--- src/rtl/vga_pkg.sv ---
// Shared definitions for the VGA sprite path: default timing origin,
// the scale encoding and the 3-bit colour type.
package vga_pkg;

  localparam int H_START_DEF = 216;
  localparam int V_START_DEF = 27;

  typedef enum logic [1:0] {
    SCALE_1X     = 2'd0,
    SCALE_2X     = 2'd1,
    SCALE_4X     = 2'd2,
    SCALE_4X_ALT = 2'd3
  } scale_e;

  typedef logic [2:0] color_t;

  // Replication factor expressed as a left-shift amount.
  function automatic logic [1:0] scale_shift(input scale_e sc);
    case (sc)
      SCALE_1X: scale_shift = 2'd0;
      SCALE_2X: scale_shift = 2'd1;
      default:  scale_shift = 2'd2;
    endcase
  endfunction

endpackage

--- src/rtl/vga_delay_line.sv ---
// Fixed-depth shift register used to keep per-pixel attributes aligned
// with the ROM read data.
module vga_delay_line #(
  parameter int WIDTH = 1,
  parameter int DEPTH = 1
) (
  input  logic             clk,
  input  logic             rst,
  input  logic [WIDTH-1:0] d_i,
  output logic [WIDTH-1:0] q_o
);

  logic [WIDTH-1:0] stage_q [DEPTH];

  // NOTE: every stage is reset, not just the head; the valid flags riding in
  // here must not release stale pixels after a mid-frame reset.
  always_ff @(posedge clk) begin
    if (rst) begin
      for (int i = 0; i < DEPTH; i++) stage_q[i] <= '0;
    end else begin
      stage_q[0] <= d_i;
      for (int i = 1; i < DEPTH; i++) stage_q[i] <= stage_q[i-1];
    end
  end

  assign q_o = stage_q[DEPTH-1];

endmodule

--- src/rtl/vga_sprite_ctrl.sv ---
// 1bpp sprite overlay: window test, ROM addressing and colour mux in a
// fixed 3+ROM_LAT stage pipeline running at one pixel per clock.
module vga_sprite_ctrl
  import vga_pkg::*;
#(
  parameter int SPR_W   = 128,
  parameter int SPR_H   = 128,
  parameter int H_START = H_START_DEF,
  parameter int V_START = V_START_DEF,
  parameter int ROM_LAT = 1,
  parameter int ADDR_W  = $clog2(SPR_W * SPR_H / 8)
) (
  input  logic              clk,
  input  logic              rst,
  input  logic [10:0]       c1,
  input  logic [10:0]       c2,
  input  logic [10:0]       pos_x,
  input  logic [10:0]       pos_y,
  input  logic              pos_wr,
  input  logic [1:0]        scale,
  input  color_t            fg_color,
  input  color_t            bg_color,
  input  logic              transp,
  input  color_t            under_rgb,
  output logic [ADDR_W-1:0] rom_addr,
  input  logic [7:0]        rom_data,
  output color_t            rgb,
  output logic              sprite_hit
);

  localparam int XW = $clog2(SPR_W);
  localparam int YW = (SPR_H > 1) ? $clog2(SPR_H) : 1;

  logic [10:0] pend_x_q, pend_y_q, ax_q, ay_q;
  logic [1:0]  shift_q;
  logic        frame_start;

  assign frame_start = (c1 == 11'd0) && (c2 == 11'd0);

  // Offset and scale only change at frame start so a frame is never torn.
  always_ff @(posedge clk) begin
    if (rst) begin
      pend_x_q <= '0;
      pend_y_q <= '0;
      ax_q     <= '0;
      ay_q     <= '0;
      shift_q  <= '0;
    end else begin
      if (pos_wr) begin
        pend_x_q <= pos_x;
        pend_y_q <= pos_y;
      end
      if (frame_start) begin
        ax_q    <= pos_wr ? pos_x : pend_x_q;
        ay_q    <= pos_wr ? pos_y : pend_y_q;
        shift_q <= scale_shift(scale_e'(scale));
      end
    end
  end

  // Stage 0: window test, done 13 bits wide so the upper bound cannot overflow.
  logic [12:0]   lo_x, lo_y, off_x, off_y;
  logic          in_x, in_y, v0_d, v0_q;
  logic [XW-1:0] xr_d, xr_q;
  logic [YW-1:0] yr_d, yr_q;

  // NOTE: all always_comb outputs get a default first so no latch is inferred.
  always_comb begin
    lo_x  = 13'(H_START) + {2'b00, ax_q};
    lo_y  = 13'(V_START) + {2'b00, ay_q};
    off_x = {2'b00, c1} - lo_x - 13'd1;
    off_y = {2'b00, c2} - lo_y - 13'd1;
    in_x  = ({2'b00, c1} > lo_x) && ({2'b00, c1} <= lo_x + (13'(SPR_W) << shift_q));
    in_y  = ({2'b00, c2} > lo_y) && ({2'b00, c2} <= lo_y + (13'(SPR_H) << shift_q));
    v0_d  = in_x && in_y;
    xr_d  = '0;
    yr_d  = '0;
    if (v0_d) begin
      xr_d = XW'(off_x >> shift_q);
      yr_d = YW'(off_y >> shift_q);
    end
  end

  logic [ADDR_W-1:0] addr_d, rom_addr_q;
  logic [2:0]        bit_q;
  logic              v1_q;

  assign addr_d = ADDR_W'(yr_q) * ADDR_W'(SPR_W / 8) + ADDR_W'(xr_q >> 3);

  // NOTE: state registers use non-blocking assignments so every stage samples
  // the previous stage's pre-edge value.
  always_ff @(posedge clk) begin
    if (rst) begin
      v0_q       <= 1'b0;
      xr_q       <= '0;
      yr_q       <= '0;
      v1_q       <= 1'b0;
      bit_q      <= '0;
      rom_addr_q <= '0;
    end else begin
      v0_q       <= v0_d;
      xr_q       <= xr_d;
      yr_q       <= yr_d;
      v1_q       <= v0_q;
      bit_q      <= xr_q[2:0];
      rom_addr_q <= addr_d;
    end
  end

  assign rom_addr = rom_addr_q;

  logic [3:0] pix_dly;
  logic       v2;
  logic [2:0] bit2;
  logic [9:0] attr_dly;
  logic       transp_a;
  color_t     fg_a, bg_a, under_a;

  vga_delay_line #(.WIDTH(4), .DEPTH(ROM_LAT)) u_pix_dly (
    .clk (clk),
    .rst (rst),
    .d_i ({v1_q, bit_q}),
    .q_o (pix_dly)
  );

  // Attributes enter with c1/c2, so they wait for both pipeline stages too.
  vga_delay_line #(.WIDTH(10), .DEPTH(ROM_LAT + 2)) u_attr_dly (
    .clk (clk),
    .rst (rst),
    .d_i ({transp, fg_color, bg_color, under_rgb}),
    .q_o (attr_dly)
  );

  assign {v2, bit2}                     = pix_dly;
  assign {transp_a, fg_a, bg_a, under_a} = attr_dly;

  color_t rgb_d, rgb_q;
  logic   hit_q;

  always_comb begin
    rgb_d = under_a;
    if (v2) begin
      if (rom_data[bit2]) rgb_d = fg_a;
      else if (!transp_a) rgb_d = bg_a;
    end
  end

  always_ff @(posedge clk) begin
    if (rst) begin
      rgb_q <= '0;
      hit_q <= 1'b0;
    end else begin
      rgb_q <= rgb_d;
      hit_q <= v2;
    end
  end

  assign rgb        = rgb_q;
  assign sprite_hit = hit_q;

endmodule

--- config.mk ---
export PLATFORM = sky130hd
export DESIGN_NAME = vga_sprite_ctrl
export DESIGN_NICKNAME = d
export VERILOG_FILES = /design/src/rtl/vga_pkg.sv /design/src/rtl/vga_delay_line.sv /design/src/rtl/vga_sprite_ctrl.sv
export SDC_FILE = /design/constraint.sdc
export NUM_CORES = 1
export LEC_CHECK = 0
export BUFFER_PORTS_ARGS = -buffer_cell sky130_fd_sc_hd__buf_2
export CORE_MARGIN = 1
export CORE_UTILIZATION = 53
export DETAILED_ROUTE_END_ITERATION = 6
export PLACE_DENSITY = 0.8
export SYNTH_ARGS = -nofsm -noshare
export SYNTH_HDL_FRONTEND = slang
export SYNTH_SLANG_ARGS = --single-unit
--- constraint.sdc ---
create_clock -name clk -period 3.95 [get_ports clk]
set_input_delay 0.5925 -clock clk [delete_from_list [all_inputs] [get_ports clk]]
set_output_delay 0.5925 -clock clk [all_outputs]
set_load 0.01 [all_outputs]
# Word level (Yosys, flattened, before mapping)
# Memory sizes are Yosys's and may differ from the RTL's.
# Index checks and enable logic that the tools add are counted.
[op_classes]
bitwise_logic = 4
n_reduce_logical = 9
n_eq_ne = 1
muxes = 16
magnitude_cmp = 5
shifts = 3
addsub = 9
[ops]
columns = ["cell", "count"]
rows = [
  ["2-to-1 mux 10 bit", 3],
  ["adder 12 x 13 -> 13 bit", 2],
  ["<= comparator 11 x 13 -> 1 bit", 2],
  ["right shift 13 x 2 -> 7 bit", 2],
  ["subtractor 11 x 12 -> 13 bit", 2],
  ["subtractor 13 x 1 -> 13 bit (second input constant)", 2],
  ["greater-than comparator 11 x 12 -> 1 bit", 2],
  ["zero test 11 bit", 2],
  ["2-to-1 mux 11 bit", 2],
  ["left shift 8 x 2 -> 13 bit (first input constant)", 1],
  ["adder 5 x 11 -> 12 bit (first input constant)", 1],
  ["adder 8 x 11 -> 12 bit (first input constant)", 1],
  ["adder 11 x 4 -> 11 bit", 1],
  ["2-to-1 mux 3 bit", 3],
  ["2-to-1 mux 1 bit", 5],
  ["logical AND 1 bit", 4],
  ["less-than comparator 3 x 4 -> 1 bit (second input constant)", 1],
  ["2-to-1 mux 4 bit", 1],
  ["one-hot mux 2 bit (2 select lines)", 1],
  ["OR reduction 4 bit", 1],
  ["binary-select mux 1 bit (select 3 bit)", 1],
  ["OR 1 bit", 3],
  ["equality test 2 x 1 -> 1 bit (second input constant)", 1],
  ["zero test 2 bit", 1],
  ["other kinds (2)", 2],
]
[totals]
in_bits = 67
n_memories = 2
ramBits = 34
word_cells = 62
output_inout_bits = 15
reg_bits = 80
[mem_list]
columns = ["memory", "depth", "word_bits", "rd", "rd_ports_with_merged_regs", "wr", "line", "source"]
rows = [
  ["u_attr_dly.stage_q", 3, 10, 3, 0, 3, "vga_delay_line.sv:13", "logic [WIDTH-1:0] stage_q [DEPTH];"],
  ["u_pix_dly.stage_q", 1, 4, 1, 0, 1, "vga_delay_line.sv:13", ""],
]

# Longest topological paths before layout
[depth]
word_depth = 7
ltp_mapped = 20
mapped_depth_nobuf = 19

# Cells and area by module
# A second synthesis with hierarchy kept.
[unflattened]
hier_cells = 624
hier_area_um2 = 5903.2
[by_module_without_submodules]
columns = ["mod", "cells_per_inst", "seq_area_each_um2", "n_inst", "area_per_inst_um2"]
rows = [
  ["vga_sprite_ctrl", 543, 1601.5, 1, 4840.9],
  ["vga_delay_line at u_attr_dly", 73, 600.6, 1, 957.2],
  ["vga_delay_line at u_pix_dly", 8, 80.1, 1, 105.1],
]

# Least setup slack after synthesis
# Ideal clock, no wire load.
[synth_timing]
path_kind = "register -> register"
startpoint = "register ay_q[0]"
endpoint = "register yr_q[4]"
synth_period_minus_slack_ns = 3.510
stages_incl_launch_ff = 19
setup_ns = 0.086
arrival_time_ns = 3.424
slack_ns = 0.440
required_ns = 3.864
n_path_buf = 1
path_cell_list = "dfxtp_1 -> inv_1 -> ha_1 -> nor2b_1 -> o31ai_1 -> inv_1 -> nand3_1 -> xnor2_1 -> inv_1 -> fa_1 -> ha_1 -> o211ai_1 -> nor2_1 -> a2111oi_0 -> o31a_1 -> o32ai_1 -> nand4b_4 -> buf_6 -> a211oi_1"
[synth_between]
elab_chain_len = 7
word_cells_on_any_way = 11
cone_classes = "add/sub: 4; order compare: 2; shift: 1; bitwise: 1; reduce/logical: 3"
[synth_rtl]
columns = ["item", "line", "source"]
rows = [
  ["start, declared", "vga_sprite_ctrl.sv:34", "logic [10:0] pend_x_q, pend_y_q, ax_q, ay_q;"],
  ["start signal, assigned", "vga_sprite_ctrl.sv:55", "ay_q <= pos_wr ? pos_y : pend_y_q;"],
  ["adder 5 x 11 -> 12 bit *", "vga_sprite_ctrl.sv:70", "lo_y = 13'(V_START) + {2'b00, ay_q};"],
  ["adder 12 x 13 -> 13 bit", "vga_sprite_ctrl.sv:74", "in_y = ({2'b00, c2} > lo_y) && ({2'b00, c2} <= lo_y + (13'(SPR_H) << shift_q));"],
  ["<= comparator 11 x 13 -> 1 bit", "vga_sprite_ctrl.sv:74", ""],
  ["logical AND 1 bit", "vga_sprite_ctrl.sv:74", ""],
  ["logical AND 1 bit", "vga_sprite_ctrl.sv:75", "v0_d = in_x && in_y;"],
  ["inverter 1 bit (no line)", "n/a", ""],
  ["OR reduction 2 bit (no line)", "n/a", ""],
  ["end signal, assigned", "vga_sprite_ctrl.sv:103", "yr_q <= yr_d;"],
  ["end, declared", "vga_sprite_ctrl.sv:65", "logic [YW-1:0] yr_d, yr_q;"],
]
# Every way passes the cells marked *; elsewhere a longest branch is shown, timed or not.
# A chain may end at the register's enable or synchronous reset.

# Final worst setup path
[layout_timing]
startpoint = "register ax_q[3]"
endpoint = "register yr_q[5]"
[layout_between]
elab_chain_len = 7
word_cells_on_any_way = 8
cone_classes = "add/sub: 2; order compare: 2; bitwise: 1; reduce/logical: 3"
[layout_rtl]
columns = ["item", "line", "source"]
rows = [
  ["start, declared", "vga_sprite_ctrl.sv:34", ""],
  ["start signal, assigned", "vga_sprite_ctrl.sv:54", "ax_q <= pos_wr ? pos_x : pend_x_q;"],
  ["adder 8 x 11 -> 12 bit *", "vga_sprite_ctrl.sv:69", "lo_x = 13'(H_START) + {2'b00, ax_q};"],
  ["adder 12 x 13 -> 13 bit", "vga_sprite_ctrl.sv:73", "in_x = ({2'b00, c1} > lo_x) && ({2'b00, c1} <= lo_x + (13'(SPR_W) << shift_q));"],
  ["<= comparator 11 x 13 -> 1 bit", "vga_sprite_ctrl.sv:73", ""],
  ["logical AND 1 bit *", "vga_sprite_ctrl.sv:73", ""],
  ["logical AND 1 bit *", "vga_sprite_ctrl.sv:75", ""],
  ["inverter 1 bit (no line) *", "n/a", ""],
  ["OR reduction 2 bit (no line) *", "n/a", ""],
]
# Marks and branches as above.

==> out/qor.yml <==
layout:
  finalInstanceArea_sq_mm: 0.007109
  final_nets: 827
  final_common_cell: "dfxtp_1"
  final_cells: 864
  drive_above_1_share: 0.2308
  layout_common_cells: "dfxtp_1, buf_2, nor2_1"
  nFillCells: 826
  diodes: 0
  syn_to_final_growth_pct: 22.25
routing:
  drtPass1Iterations: 4
  wl_per_cell_um: 15.26
  routed_wirelength_um: 13180
  num_vias: 4707
  drc: 0
  ant_nets: 0
  viasPerCell: 5.448
  drt_iter0_markers: 165
global_routing:
  grt.total_usage: 0.2388
  grt_pass1_vias: 4567
  grt_pass1_wl_um: 21280
  antenna_found_initial: 0
  grt_max_degree: 100
  grt_overflow: 0
place:
  dp_cells: 824
  gp_congestion: 0.8915
  portBuffers: 81
  dpl_cell_area_sq_mm: 0.006325
  dp_hpwl_um: 9486
worst_setup_path:
  cp_max_fo: 5
  critPathRequiredTime_ps: 4370
  worstSetupPathType: "reg2reg"
  end_kind: "flip-flop"
  arrival_ps: 4200
  setup.worst_path.start_class: "flip-flop"
timing:
  slew_violations: 0
  finalSetupViolCount: 0
  fmax_mhz: 264.6
  max_slew_margin: 0.3819
  fin_crit_ps: 3780
  fin_crit_sh: 0.9569
  max_slew.worst_pin.slew_ps: 927.2
  hold_viol_final: 0
  finClkSkew_ps: 8.089
  hold_ws_ps: 293.1
synth:
  synth.yosys.warnings: 0
  syn_area_per_cell_sq_um: 9.246
  synth_top_area_share: 0.3924
  async_flop_share: 0
  netlist_top_cells_area: "dfxtp_1, ha_1, nor2b_1, mux2i_1, nor2_1"
  ys_types: 62
  yosysSeqAreaShare: 0.3924
  synth_enable_flop_cells: 0
  syn_area_sq_mm: 0.005816
  ys_ff_latch: 114
  synth_nets: 741
  synthCells: 629
  synth_top_area_cell: "dfxtp_1"
  ys.flop_type: "dfxtp_1"
outcome:
  outcome: "complete, no violations"
power_and_ir_drop:
  power_density_mw_per_mm2: 415.9
  ir_drop_v: 0.0002918
  p_leak_nw: 3.056
die:
  io_pins: 82
  initial_utilization: 0.5558
  die_area_sq_mm: 0.01140
  die_w_um: 106.8
  core_area_sq_mm: 0.01046
  row_count: 37
  chipHeight_um: 106.8
clock_tree:
  h-tree-depth: 4
  tritoncts: "yes"
  tritoncts.num_buffers: 17
  clk_path_buf_depth: 2
  clk_latency_ps: 510
  cts.sinks: 114
  cts_root_buffer: "clkbuf_8"
  path_clk_slew_ps: 60
min_path:
  hold_class: "in2reg"
job:
  maxCapViolCount: 0
==> registers in the layout, summed over array words and instances (netlist names) <==
signal              count
pend_x_q               11
pend_y_q               11
bit_q                   3
v1_q                    1
ay_q                   11
xr_q                    7
u_pix_dly.stage_q       4
rgb                     3
ax_q                   11
u_attr_dly.stage_q     30
sprite_hit              1
rom_addr               11
shift_q                 2
v0_q                    1
yr_q                    7
==> cell type report <==
type                    instances  area [sq um]  area share
clock inverters                15         172.7     0.02429
multi-input cells             452          3412      0.4799
flip-flops and latches        114          2291      0.3222
well taps                     136         170.2     0.02394
repair buffers                 94         514.2     0.07233
clock buffers                  17         414.1     0.05825
inverters                      36         135.1     0.01901
==> Yosys cell counts (all sizes together), types with 3 or more instances <==
master   count
a2111oi      5
a211oi      37
a21o        12
a21oi       25
and2         4
and3         5
buf         14
clkbuf      14
dfxtp      114
fa           4
ha          41
inv         36
mux2         3
mux2i       32
nand2       20
nand2b       6
nand3        6
nand4        7
nor2        78
nor2b       58
nor3         4
nor4         6
o211ai       3
o21a         3
o21ai       23
o31ai        5
xnor2       15
xor2        17
==> path summary, 6_finish.rpt <==
kind / slack [ps] / depth (start not counted) / startpoint / endpoint
max: 170 / 18 / ax_q[3] / yr_q[5]
min: 290 / 2 / under_rgb[2] / u_attr_dly.stage_q[0][2]
max reg2reg: 170 / 18 / ax_q[3] / yr_q[5]
min reg2reg: 430 / 1 / u_attr_dly.stage_q[0][1] / u_attr_dly.stage_q[0][11]
==> through the flow <==
step / util / setup TNS (ps) / setup slack (ps) / power, mW
floorplan: - / 0 / 440.3 / 1.372
detailed placement: 0.6045 / -124.9 / -38.65 / 1.452
finish: 0.6795 / 0 / 170.4 / 2.957
CTS: 0.6642 / 0 / 36.68 / 2.980
global placement: 0.6045 / 0 / 171.6 / 1.444
global route: 0.6795 / -125.8 / -33.84 / 3.060
==> repair_timing <==
| item | in CTS | in global routing |
|---|---|---|
| pin swaps | 0 | 9 |
| resized for setup | 5 | 24 |
| cloned | 1 | 0 |
| buffers inserted | 0 | 7 |
| endpoints found under the setup margin | 10 | 15 |
| hold buffers | 0 | 0 |
==> metal layers <==
metal  track usage  routed length, um
met2        0.4166               6507
met3       0.04073                505
met4        0.1076                276
met5             0                  0
met1        0.2863               5892
==> worst max-delay path, stage by stage (launching register included) <==
cell       delay, ps
dfxtp_1          380
inv_1             60
ha_1             240
nor2b_4          150
nor2_1            70
xor2_1           210
ha_2             220
inv_1             50
fa_1             430
xor2_1           160
ha_1             320
and2_1           170
o221ai_1          80
a31oi_1           90
a2111oi_2        270
o32ai_2          150
nand4b_4         260
buf_6            210
a311oi_2         170
==> report_power, final <==
| part | total [mW] | switching [mW] | leakage (nW) | internal, mW |
|---|---|---|---|---|
| logic | 0.252 | 0.142 | 1.84 | 0.111 |
| clock network | 1.52 | 0.600 | 0.284 | 0.918 |
| registers | 1.19 | 0.00751 | 0.931 | 1.18 |
==> cells by family (layout without fill, tap and decap cells) <==
group / after synthesis / count (layout) / share of synthesized area
compound gates: 134 / 134 / 0.1652
fa+ha+maj: 45 / 45 / 0.1020
flops: 114 / 114 / 0.3924
xor+xnor: 32 / 32 / 0.04819
buf+inv: 64 / 162 / 0.04346
simple gates: 203 / 204 / 0.1801
mux: 37 / 37 / 0.06863
Note: power is estimated with default switching activity, not from simulation.
